[src/rtl/toggle_pkg.sv]
// +--------------------------------------------------------------------------+
// | toggle_pkg : shared encodings for the toggle_bank channel FSMs             |
// | Revision   : 1.0                                                           |
// +--------------------------------------------------------------------------+
`default_nettype none

package toggle_pkg;

  localparam int STATE_W = 2;

  // Named as lamp state _ debounced button level.
  typedef enum logic [STATE_W-1:0] {
    OFF_0 = 2'b00,
    ON_1  = 2'b01,
    ON_0  = 2'b10,
    OFF_1 = 2'b11
  } state_t;

  typedef enum logic {
    MODE_TOGGLE    = 1'b0,
    MODE_MOMENTARY = 1'b1
  } mode_t;

  function automatic logic state_is_on(state_t s);
    return (s == ON_1) || (s == ON_0);
  endfunction

endpackage

`default_nettype wire

[src/rtl/toggle_channel.sv]
// +--------------------------------------------------------------------------+
// | toggle_channel : one button channel - optional synchronizer, debouncer,    |
// |                  toggle/momentary FSM and press strobe.                    |
// | Config         : TOGGLE_BANK_SYNC_EN adds a 2-flop input synchronizer.     |
// | Revision       : 1.0                                                       |
// +--------------------------------------------------------------------------+
`default_nettype none

module toggle_channel
  import toggle_pkg::*;
#(
  parameter int DEBOUNCE_CYCLES = 4
) (
  input  logic clk,
  input  logic n_reset,
  input  logic ip_signal,
  input  logic mode,
  input  logic clear,
  output logic op_signal,
  output logic press_pulse
);

  localparam int                 C_CNT_W    = $clog2(DEBOUNCE_CYCLES + 1);
  localparam logic [C_CNT_W-1:0] C_CNT_LAST = C_CNT_W'(DEBOUNCE_CYCLES - 1);

  logic               w_sample;
  logic               r_level;
  logic [C_CNT_W-1:0] r_cnt;
  logic               r_level_q;
  logic               r_pulse;
  state_t             r_state;

`ifdef TOGGLE_BANK_SYNC_EN
  logic [1:0] r_sync;

  always_ff @(posedge clk or negedge n_reset) begin
    if (!n_reset) r_sync <= '0;
    else          r_sync <= {r_sync[0], ip_signal};
  end

  assign w_sample = r_sync[1];
`else
  assign w_sample = ip_signal;
`endif

  // Level flips on the DEBOUNCE_CYCLES-th consecutive differing sample.
  always_ff @(posedge clk or negedge n_reset) begin
    if (!n_reset) begin
      r_level <= 1'b0;
      r_cnt   <= '0;
    end else if (w_sample == r_level) begin
      r_cnt   <= '0;
    end else if (r_cnt == C_CNT_LAST) begin
      r_level <= ~r_level;
      r_cnt   <= '0;
    end else begin
      r_cnt   <= r_cnt + C_CNT_W'(1);
    end
  end

  always_ff @(posedge clk or negedge n_reset) begin
    if (!n_reset) begin
      r_state   <= OFF_0;
      r_level_q <= 1'b0;
      r_pulse   <= 1'b0;
    end else begin
      r_level_q <= r_level;
      r_pulse   <= r_level & ~r_level_q & ~clear;
      if (clear) begin
        // Loading OFF_1 for a held button keeps it from re-toggling.
        r_state <= r_level ? OFF_1 : OFF_0;
      end else if (mode == MODE_MOMENTARY) begin
        r_state <= r_level ? ON_1 : OFF_0;
      end else begin
        case (r_state)
          OFF_0:   if (r_level)  r_state <= ON_1;
          ON_1:    if (!r_level) r_state <= ON_0;
          ON_0:    if (r_level)  r_state <= OFF_1;
          OFF_1:   if (!r_level) r_state <= OFF_0;
          default: r_state <= OFF_0;
        endcase
      end
    end
  end

  assign op_signal   = state_is_on(r_state);
  assign press_pulse = r_pulse;

endmodule

`default_nettype wire

[src/rtl/toggle_bank.sv]
// +--------------------------------------------------------------------------+
// | toggle_bank : bank of CHANNELS independent debounced toggle/momentary     |
// |               button channels with press strobes.                        |
// | Config      : TOGGLE_BANK_SYNC_EN adds a 2-flop input synchronizer.       |
// | Revision    : 1.0                                                         |
// +--------------------------------------------------------------------------+
`default_nettype none

module toggle_bank #(
  parameter int CHANNELS        = 4,
  parameter int DEBOUNCE_CYCLES = 4
) (
  input  logic                clk,
  input  logic                n_reset,
  input  logic [CHANNELS-1:0] ip_signal,
  input  logic [CHANNELS-1:0] mode,
  input  logic                clear,
  output logic [CHANNELS-1:0] op_signal,
  output logic [CHANNELS-1:0] press_pulse
);

  for (genvar i = 0; i < CHANNELS; i++) begin : g_channel
    toggle_channel #(
      .DEBOUNCE_CYCLES(DEBOUNCE_CYCLES)
    ) u_channel (
      .clk        (clk),
      .n_reset    (n_reset),
      .ip_signal  (ip_signal[i]),
      .mode       (mode[i]),
      .clear      (clear),
      .op_signal  (op_signal[i]),
      .press_pulse(press_pulse[i])
    );
  end

endmodule

`default_nettype wire
[config.mk]
export PLATFORM = sky130hd
export DESIGN_NAME = toggle_bank
export DESIGN_NICKNAME = d
export VERILOG_FILES = /design/src/rtl/toggle_pkg.sv /design/src/rtl/toggle_channel.sv /design/src/rtl/toggle_bank.sv
export SDC_FILE = /design/constraint.sdc
export NUM_CORES = 1
export LEC_CHECK = 0
export ABC_AREA = 1
export BUFFER_PORTS_ARGS = -buffer_cell sky130_fd_sc_hd__buf_4
export CAP_MARGIN = 15
export CORE_UTILIZATION = 35
export CTS_BUF_LIST = sky130_fd_sc_hd__clkbuf_4 sky130_fd_sc_hd__clkbuf_8
export DETAILED_ROUTE_END_ITERATION = 7
export HOLD_SLACK_MARGIN = 0.08
export PLACE_DENSITY = 0.54
export RECOVER_POWER = 25
export SYNTH_ARGS = -nofsm -noshare
export SYNTH_HDL_FRONTEND = slang
export SYNTH_HIERARCHICAL = 1
export SYNTH_SLANG_ARGS = --single-unit
[constraint.sdc]
create_clock -name clk -period 1.2 [get_ports clk]
set_clock_uncertainty 0.15 [all_clocks]
set_input_delay 0.24 -clock clk [delete_from_list [all_inputs] [get_ports clk]]
set_output_delay 0.24 -clock clk [all_outputs]
set_load 0.05 [all_outputs]
==> results.json <==
{
  "seq_area_frac_synth_pct": 48.0,
  "cts.path.max_buffers": 2,
  "gp_congestion": 0.738,
  "muxShareOfSynthArea_pct": 0,
  "cts_tree": "built",
  "dieArea_um2": 5040,
  "synth_area_um2": 1670,
  "clock-sinks": 32,
  "synthXorXnorAreaFrac_pct": 2.10,
  "required_ns": 0.81,
  "setup_slack_ns": -0.323,
  "pwr_density_cell_nw_per_um2": 2830,
  "max_slew_margin_pct": 70.7,
  "dieHeight_um": 71.0,
  "dp_cells": 264,
  "drive_above_1_share_pct": 34.3,
  "drv_slew": 0,
  "totalWireLength_um": 3110,
  "worstMarginPinSlew_ns": 0.439,
  "status": "finished, violations left",
  "drtIter0Drc": 66,
  "cap_viol_max_count": 0,
  "clk_pin_slew_ns": 0.07,
  "core_area_um2": 4470,
  "violations": "design-rule violations, negative setup slack",
  "grt_overflow": 0,
  "syn_nets": 219,
  "max_clock_freq_mhz": 657,
  "synth_compound_area_share_pct": 2.40,
  "grt_start_max_net_pins": 33,
  "grt_pass1_wl_um": 5550,
  "synth_fa_ha_area_share_pct": 15.0,
  "ant_nets": 0,
  "hold_path_end": "g_channel[3].u_channel/r_cnt[1]$_DFF_PN0_",
  "final_cell_mix": "39 x nand2_1, 32 x dfrtp_1, 27 x buf_4, 24 x inv_1, 14 x nor2_1",
  "critPathKind": "reg -> out",
  "final_common_cell": "nand2_1",
  "hold_viol": 0,
  "syn_area_per_cell_um2": 8.86,
  "ir_drop_uv": 1770,
  "dp_slack_ns": -0.110,
  "initial_core_util_pct": 37.2,
  "die_w_um": 71.0,
  "synthCells": 188,
  "drc": 3,
  "leakage_nw": 1.19,
  "yosys.area_share.simple_pct": 25.2,
  "num_antenna_cells": 0,
  "period_share_pct": 127,
  "finalCriticalPeriod_ns": 1.52,
  "worstReg2RegStart": "g_channel[0].u_channel/r_state[0]$_DFFE_PN0P_",
  "fin_util_pct": 52.5,
  "holdPathStages": 3,
  "drt-pass1-iter-count": 8,
  "nets": 269,
  "hp-start": "ip_signal[3]",
  "grt_pass1_vias": 1362,
  "avgViaCountPerCell": 4.56,
  "rsz0062_at_grt": "true",
  "antenna_found_initial": 0,
  "reg2reg_slack_ns": -0.17,
  "synth_top_family_by_area": "simple AND/OR/NAND/NOR gates",
  "critPathMaxFanout": 2,
  "start_kind": "flop",
  "vias": 1327,
  "cts_buffers": 5,
  "clkLatencyLatePin_ns": 0.28,
  "synth-seq-cells": 32,
  "min_path_type": "in -> reg",
  "rows": 24,
  "r2r-end": "g_channel[0].u_channel/r_state[1]$_DFFE_PN0P_",
  "reg2reg_depth": 6,
  "crit_path_end_kind": "output port",
  "setup_viol": 14,
  "synth_warnings": 6,
  "place_hpwl_um": 2160,
  "root_buffer": "clkbuf_8",
  "gr-usage-all-layers_pct": 14.1,
  "pin_count": 19,
  "wl_per_cell_um": 10.7,
  "port_buffers": 18,
  "htreeDepth": 2,
  "synth_cell_types": 12,
  "instances_no_fill": 291,
  "critPathArrivalTime_ns": 1.13,
  "syn_to_final_growth_pct": 41.1
}
## worst max-delay path: stages, from the launching register on
cell	delay (ns)
dfrtp_1	0.38
inv_2	0.06
ha_4	0.27
buf_8	0.14
## Yosys cell counts
library cell | n | area (um^2)
ha_1 | 20 | 250
a21oi_1 | 4 | 20.0
nand2_1 | 44 | 165
nor2_1 | 20 | 75.1
o21ai_0 | 4 | 20.0
nor3_1 | 8 | 40.0
inv_1 | 32 | 120
xnor2_1 | 4 | 35.0
nand3_1 | 8 | 40.0
nand4_1 | 8 | 50.1
dfrtp_1 | 32 | 801
nor3b_2 | 4 | 50.1
## routing by layer
metal	GRT usage (%)	vias up	routed length [um]	part of all wire (%)
met2	23.8	25	1510	49
met4	4.67	0	8	0.26
met1	16.8	608	1440	46
met5	0	-	0	0
met3	4.99	2	153	4.9
li1	-	692	-	-
## how the worst max path moves through the flow
| stage | startpoint | endpoint | slack [ns] | cells past startpoint |
|---|---|---|---|---|
| after global routing | g_channel[2].u_channel/r_state[0]$_DFFE_PN0P_ | op_signal[2] | -0.37 | 3 |
| final | g_channel[1].u_channel/r_state[1]$_DFFE_PN0P_ | op_signal[1] | -0.32 | 3 |
| after CTS | g_channel[1].u_channel/r_state[1]$_DFFE_PN0P_ | op_signal[1] | -0.34 | 3 |
| after detailed placement | g_channel[3].u_channel/r_state[1]$_DFFE_PN0P_ | op_signal[3] | -0.11 | 3 |
| after global placement | g_channel[1].u_channel/r_state[1]$_DFFE_PN0P_ | op_signal[1] | -0.11 | 3 |
| after floorplan | g_channel[0].u_channel/r_state[0]$_DFFE_PN0P_ | g_channel[0].u_channel/r_state[1]$_DFFE_PN0P_ | -0.006 | 6 |
## kinds of logic after synthesis
logic type                 after synthesis
AOI/OAI and AO/OA                        8
xor gates and xnor gates                 4
adders and majority gates               20
buffers and inverters                   32
DFF                                     32
and+or+nand+nor                         92
## metrics by stage
step                cell area [um^2]  power, mW  hold slack, ns  setup TNS (ns)
global route                    2350       7.22           0.117           -3.29
detailed placement              1960       4.80          0.0537           -1.19
floorplan                       1720       4.19          -0.206         -0.0248
finish                          2350       6.65           0.106           -2.39
CTS                             2260       6.42           0.108           -2.62
global placement                1960       4.74          0.0593           -1.05
## sequential cells by signal, indices dropped and copies added, names as in the netlist
register	cells
g_channel.u_channel/press_pulse	4
g_channel.u_channel/r_cnt	12
g_channel.u_channel/r_level	4
g_channel.u_channel/r_level_q	4
g_channel.u_channel/r_state	8
## report_power, final
group          internal, mW  leakage, nW  switching, mW  total, mW
combinational          1.85        0.747           2.08       3.93
clock                 0.488       0.0479          0.386      0.874
sequential             1.49        0.397          0.347       1.84
## repair_timing
item,in CTS,in global routing
resized for setup,17,19
buffers inserted,13,2
pin swaps,9,13
gates cloned,0,0
setup endpoints to repair,16,23
endpoints found under the hold margin,36,0
hold buffers,5,0
## layout make-up
| cell class | count | area (um^2) |
|---|---|---|
| Clock buffer | 7 | 90.1 |
| Clock inverter | 1 | 7.51 |
| Inverter | 32 | 120 |
| Fill cell | 417 | 2120 |
| Multi-Input combinational cell | 124 | 883 |
| Timing Repair Buffer | 43 | 384 |
| Sequential cell | 32 | 801 |
| Tap cell | 52 | 65.1 |
No activity file was read; power rests on OpenSTA's default activity.
